<file path="src/rtl/uart_tx.sv">
// UART transmitter: start bit, LSB-first data, optional parity, stop bit(s); one-entry holding register for gapless frames.
// Define UART_TX_TWO_STOP_BITS_EN for two stop bits; default build sends one.
module uart_tx #(
  parameter int DATA_WIDTH = 8,
  parameter int DIV_WIDTH  = 16
) (
  input  logic                  clock_i,
  input  logic                  reset_i,
  input  logic                  send_i,
  input  logic [DATA_WIDTH-1:0] data_i,
  input  logic                  parity_bit_i,
  input  logic                  parity_even_i,
  input  logic [DIV_WIDTH-1:0]  clock_divider_i,
  output logic                  serial_o,
  output logic                  ready_o,
  output logic                  busy_o
);

`ifdef UART_TX_TWO_STOP_BITS_EN
  localparam int STOP_BITS = 2;
`else
  localparam int STOP_BITS = 1;
`endif
  localparam int BIT_W = $clog2(DATA_WIDTH + 1);

  typedef enum logic [2:0] {IDLE, START, DATA, PARITY, STOP} state_t;

  state_t                state_q;
  logic                  serial_q, ready_q, busy_q, send_q;
  logic [DATA_WIDTH-1:0] shift_q;
  logic                  par_en_q, par_q;
  logic [DIV_WIDTH-1:0]  div_q, cnt_q;
  logic [BIT_W-1:0]      bit_idx_q;
  logic                  stop_idx_q;
  logic                  hold_full_q, hold_par_en_q, hold_par_even_q;
  logic [DATA_WIDTH-1:0] hold_data_q;

  logic                  accept, bit_end, frame_end, load_hold, load_direct, store_hold;
  logic [DATA_WIDTH-1:0] ld_data;
  logic                  ld_par_en, ld_par_even;
  logic [DIV_WIDTH-1:0]  div_eff;

  always_comb begin
    accept      = send_i && !send_q && ready_q;
    bit_end     = (cnt_q == div_q - DIV_WIDTH'(1));
    frame_end   = (state_q == STOP) && bit_end && (stop_idx_q == 1'(STOP_BITS - 1));
    load_hold   = frame_end && hold_full_q;
    // A write landing on the final stop cycle with an empty holding register goes straight to the shifter.
    load_direct = accept && ((state_q == IDLE) || (frame_end && !hold_full_q));
    store_hold  = accept && !load_direct;
    ld_data     = load_hold ? hold_data_q     : data_i;
    ld_par_en   = load_hold ? hold_par_en_q   : parity_bit_i;
    ld_par_even = load_hold ? hold_par_even_q : parity_even_i;
    div_eff     = (clock_divider_i == '0) ? DIV_WIDTH'(1) : clock_divider_i;
  end

  always_ff @(posedge clock_i) begin
    if (!reset_i) begin
      state_q         <= IDLE;
      serial_q        <= 1'b1;
      ready_q         <= 1'b1;
      busy_q          <= 1'b0;
      send_q          <= 1'b1;
      shift_q         <= '0;
      par_en_q        <= 1'b0;
      par_q           <= 1'b0;
      div_q           <= DIV_WIDTH'(1);
      cnt_q           <= '0;
      bit_idx_q       <= '0;
      stop_idx_q      <= 1'b0;
      hold_full_q     <= 1'b0;
      hold_par_en_q   <= 1'b0;
      hold_par_even_q <= 1'b0;
      hold_data_q     <= '0;
    end else begin
      send_q <= send_i;
      if (store_hold) begin
        hold_full_q     <= 1'b1;
        hold_data_q     <= data_i;
        hold_par_en_q   <= parity_bit_i;
        hold_par_even_q <= parity_even_i;
        ready_q         <= 1'b0;
      end
      if (load_hold) begin
        hold_full_q <= 1'b0;
        ready_q     <= 1'b1;
      end
      if (load_direct || load_hold) begin
        state_q    <= START;
        serial_q   <= 1'b0;
        busy_q     <= 1'b1;
        cnt_q      <= '0;
        bit_idx_q  <= '0;
        stop_idx_q <= 1'b0;
        shift_q    <= ld_data;
        par_en_q   <= ld_par_en;
        par_q      <= ld_par_even ? ^ld_data : ~^ld_data;
        div_q      <= div_eff;
      end else if (state_q != IDLE) begin
        if (!bit_end) begin
          cnt_q <= cnt_q + DIV_WIDTH'(1);
        end else begin
          cnt_q <= '0;
          case (state_q)
            START: begin
              state_q   <= DATA;
              serial_q  <= shift_q[0];
              bit_idx_q <= '0;
            end
            DATA: begin
              if (bit_idx_q == BIT_W'(DATA_WIDTH - 1)) begin
                state_q    <= par_en_q ? PARITY : STOP;
                serial_q   <= par_en_q ? par_q : 1'b1;
                stop_idx_q <= 1'b0;
              end else begin
                shift_q   <= shift_q >> 1;
                serial_q  <= shift_q[1];
                bit_idx_q <= bit_idx_q + BIT_W'(1);
              end
            end
            PARITY: begin
              state_q    <= STOP;
              serial_q   <= 1'b1;
              stop_idx_q <= 1'b0;
            end
            STOP: begin
              if (stop_idx_q == 1'(STOP_BITS - 1)) begin
                state_q  <= IDLE;
                serial_q <= 1'b1;
                busy_q   <= 1'b0;
              end else begin
                stop_idx_q <= 1'b1;
              end
            end
            default: begin
              state_q  <= IDLE;
              serial_q <= 1'b1;
              busy_q   <= 1'b0;
            end
          endcase
        end
      end
    end
  end

  assign serial_o = serial_q;
  assign ready_o  = ready_q;
  assign busy_o   = busy_q;

endmodule

</file>
<file path="config.mk">
export PLATFORM = sky130hd
export DESIGN_NAME = uart_tx
export DESIGN_NICKNAME = d
export VERILOG_FILES = /design/src/rtl/uart_tx.sv
export SDC_FILE = /design/constraint.sdc
export NUM_CORES = 1
export LEC_CHECK = 0
export ABC_AREA = 1
export BUFFER_PORTS_ARGS = -buffer_cell sky130_fd_sc_hd__buf_4
export CAP_MARGIN = 20
export CELL_PAD_IN_SITES_DETAIL_PLACEMENT = 2
export CELL_PAD_IN_SITES_GLOBAL_PLACEMENT = 2
export CORE_MARGIN = 4
export CORE_UTILIZATION = 33
export DETAILED_ROUTE_END_ITERATION = 10
export PLACE_DENSITY_LB_ADDON = 0.1
export SLEW_MARGIN = 20
export SYNTH_ARGS = -nofsm -noshare
export SYNTH_HDL_FRONTEND = slang
export SYNTH_SLANG_ARGS = --single-unit
</file>
<file path="constraint.sdc">
create_clock -name clock_i -period 3.1 [get_ports clock_i]
set_input_delay 0.31 -clock clock_i [delete_from_list [all_inputs] [get_ports clock_i]]
set_output_delay 0.31 -clock clock_i [all_outputs]
set_load 0.005 [all_outputs]
</file>
==> metrics.md <==
| Metric | Value |
|---|---|
| Fin nets | 666 |
| Worst Tran Pin Value | 0.700 ns |
| RSZ-0062 raised after global routing | no |
| Initial antenna violation count | 0 |
| Critical Path Fanout Max | 16 |
| Final cell count without fillers | 782 |
| Clock Path Buffers | 2 |
| First drt pass iteration count | 4 |
| Max stage delay on crit path | 0.40 ns |
| Yosys warns | 0 |
| Final setup fails | 0 |
| # H-tree levels | 3 |
| Worst Hold Class | input pin to flip-flop |
| Vias/cell | 5.21 |
| Initial Util | 0.341 |
| Antenna-violating nets left | 0 |
| Critical Path, Cell by Cell | inv_2 -> ha_4 -> nand2_1 -> inv_1 -> nor3_2 -> buf_4 -> nand3_1 -> nor3_2 -> nand4_4 -> buf_12 -> nand2_1 -> nand2_1 -> inv_1 -> nand2_1 -> nand2_1 -> nand2_1 -> nand3_1 -> nand2_1 -> nand2_1 -> nand2_1 -> a21oi_2 |
| IR Drop Worst-Case VDD | 206 uV |
| Final Total Pwr | 2.42 mW |
| Crit path time final | 2.78 ns |
| Fmax | 0.360 GHz |
| Top FF cell, synth | dfxtp_1 |
| Drt wl/cell | 17.8 um |
| Fin crit share | 0.896 |
| Layout cells sized above 1 | 0.172 |
| Syn Nets | 625 |
| Layout Area Growth over Synthesis | 20.1% |
| Final Hold Viols | 0 |
| Die X-Extent | 117 um |
| Slew Limit Headroom | 0.529 |
| Required time of the critical path | 3.37 ns |
| Worst-Skew Late Latency | 0.34 ns |
| Vias in the first global route | 4,537 |
| Antenna Cells | 0 |
| Routed Wire Length | 13,900 um |
| Clock tree from TritonCTS | built |
| CTS Root Cell | clkbuf_16 |
| DR iter-0 viols | 130 |
| Status | finished, final reports clean |
| Register area share after synthesis | 0.326 |
| # DRC | 0 |
| CTS Hold Bufs | 0 |
| #FFs+latches synth | 64 |
| Core ar. | 11,500 um^2 |
| Synth Area per Inst | 6.62 um^2 |
| CTS Buf Count | 9 |
| Utilization after layout | 0.410 |
| Setup CP Type | flip-flop to flip-flop |
| Clock-pin slew of the registers on the worst-case setup and hold paths | 0.05 ns |
| Placed Cells | 765 |
| Crit path launch type | flip-flop |
| Vias | 4,074 |
| I/O Buffers | 31 |
| First-pass GRT wire length | 22,600 um |
| Worst path most repeated cell | nand2_1 |
| Async S/R FF share, synth | 0 |
| Post-synth EDFFs | 0 |
| Total grt overflow | 0 |
| PwrDens | 513 nW/um^2 |
| Post-synth design cell area | 3930 um^2 |
| Clock Skew | 0.00773 ns |
| Slowest cell on crit path | dfxtp_1 |
| Die height | 117 um |
| Setup crit end kind | flip-flop |
| Max-cap violations | 0 |
| Post-synthesis cell count | 593 |
| Final worst slack | 0.321 ns |
| Fillers | 1,419 |
| Largest net degree at the start of global routing | 28 |
| Io pins | 32 |
| Crit path DAT | 3.05 ns |
| Lkg Pwr | 2.23 nW |
| DIE AREA | 13,700 um^2 |
| Fin. max-slew vios | 0 |
| Row Count | 39 |
| GPL Wtd Cong | 0.820 |
| Detailed placement HPWL | 10,800 um |
| Yosys cell types | 48 |
| Clk sink count | 64 |
| Gr usage total | 0.214 |
| Pre-CTS setup slack | -0.0299 ns |
-- critical path, delay by kind of cell (launching register included) --
| family | cells | cell delay, ns |
|---|---|---|
| and+or+nand+nor | 14 | 1.37 |
| buffers and inverters | 5 | 0.58 |
| DFF | 1 | 0.40 |
| adders and majority gates | 1 | 0.25 |
| AOI/OAI and AO/OA | 1 | 0.10 |
-- layout make-up --
type                            instances  area, um^2  area share
Multi-Input combinational cell        437        2310       0.490
Sequential cell                        64        1280       0.272
Timing Repair Buffer                   44         355      0.0753
Inverter                               78         293      0.0621
Clock buffer                           11         243      0.0514
Tap cell                              143         179      0.0379
Clock inverter                          5        56.3      0.0119
-- through the flow --
step                      setup TNS [ns]  hold WS, ns  instance area [um^2]
final                                  0        0.178                  4720
after CTS                              0        0.168                  4690
after floorplan                        0        0.406                  3930
after global routing                   0        0.196                  4720
after detailed placement         -0.0299        0.462                  4380
after global placement                 0        0.449                  4380
-- synth_stat cells, types with 8 or more instances --
cell	number	area share
a21oi_1	33	0.042
nand2_1	148	0.14
clkbuf_1	8	0.0076
nand2_2	11	0.018
o21ai_0	28	0.036
nor3_1	12	0.015
nand3_1	29	0.037
inv_2	8	0.0076
nand4_1	10	0.016
xor2_1	14	0.031
inv_1	69	0.066
dfxtp_1	64	0.33
nor2_1	67	0.064
-- layer usage --
metal	track usage	wire length, um	vias to the layer above
li1	-	-	2009
met1	0.245	5920	2014
met2	0.408	7510	32
met3	0.0278	185	19
met4	0.0665	298	0
met5	0	0	-
-- cell families after synthesis --
group / Yosys count / share of synthesized area
buf+inv: 92 / 0.0914
fa+ha+maj: 3 / 0.00956
flops: 64 / 0.326
compound gates: 97 / 0.147
simple gates: 318 / 0.384
xor+xnor: 19 / 0.0424
-- sequential cells by signal, indices dropped and copies added (netlist names), 3 cells and up --
name / count
bit_idx_q: 4
cnt_q: 16
state_q: 3
shift_q: 8
div_q: 16
hold_data_q: 8
-- cell usage in the layout (no fill, tap or decap), types with 3 or more instances in the layout --
master     netlist  layout
o21ai_1          5       5
nand4_1         10      10
nand2_4          3       3
a22oi_1          5       5
nand3_1         29      29
a211oi_1         5       5
inv_1           69      68
xnor2_1          5       5
clkbuf_16        0       9
nand3b_1         4       4
nand2_1        148     148
nor2_4           6       6
inv_2            8       9
o21ai_0         28      28
buf_4            0      42
dfxtp_1         64      64
o21ai_2          3       3
nor4_1           7       6
nor3_1          12      11
nor2_2           7       7
nand2_2         11      11
a21oi_1         33      33
nor2_1          67      67
xor2_1          14      14
o211ai_1         4       4
-- power by group --
| group | total [mW] | leakage [nW] | switching [mW] | internal [mW] |
|---|---|---|---|---|
| Combinational | 0.501 | 1.56 | 0.317 | 0.183 |
| Sequential | 0.887 | 0.519 | 0.0336 | 0.853 |
| Clock | 1.03 | 0.145 | 0.388 | 0.643 |
-- what timing repair did --
action | in CTS | in global routing
hold endpoints to repair | 0 | 0
setup endpoints to repair | 1 | 33
buffers inserted | 1 | 0
pin swaps | 1 | 0
gates resized for setup | 0 | 5
-- worst paths after layout --
check,start,endpoint,slack (ns),cells past startpoint
worst max-delay path,div_q[0]$_SDFFE_PN1P_,par_q$_SDFFE_PN0P_,0.32,21
worst min-delay path,send_i,send_q$_SDFF_PN1_,0.18,3
worst max register to register,div_q[0]$_SDFFE_PN1P_,par_q$_SDFFE_PN0P_,0.32,21
worst min register to register,shift_q[6]$_SDFFE_PN0P_,shift_q[6]$_SDFFE_PN0P_,0.47,2
(Power assumes the default switching activity.)
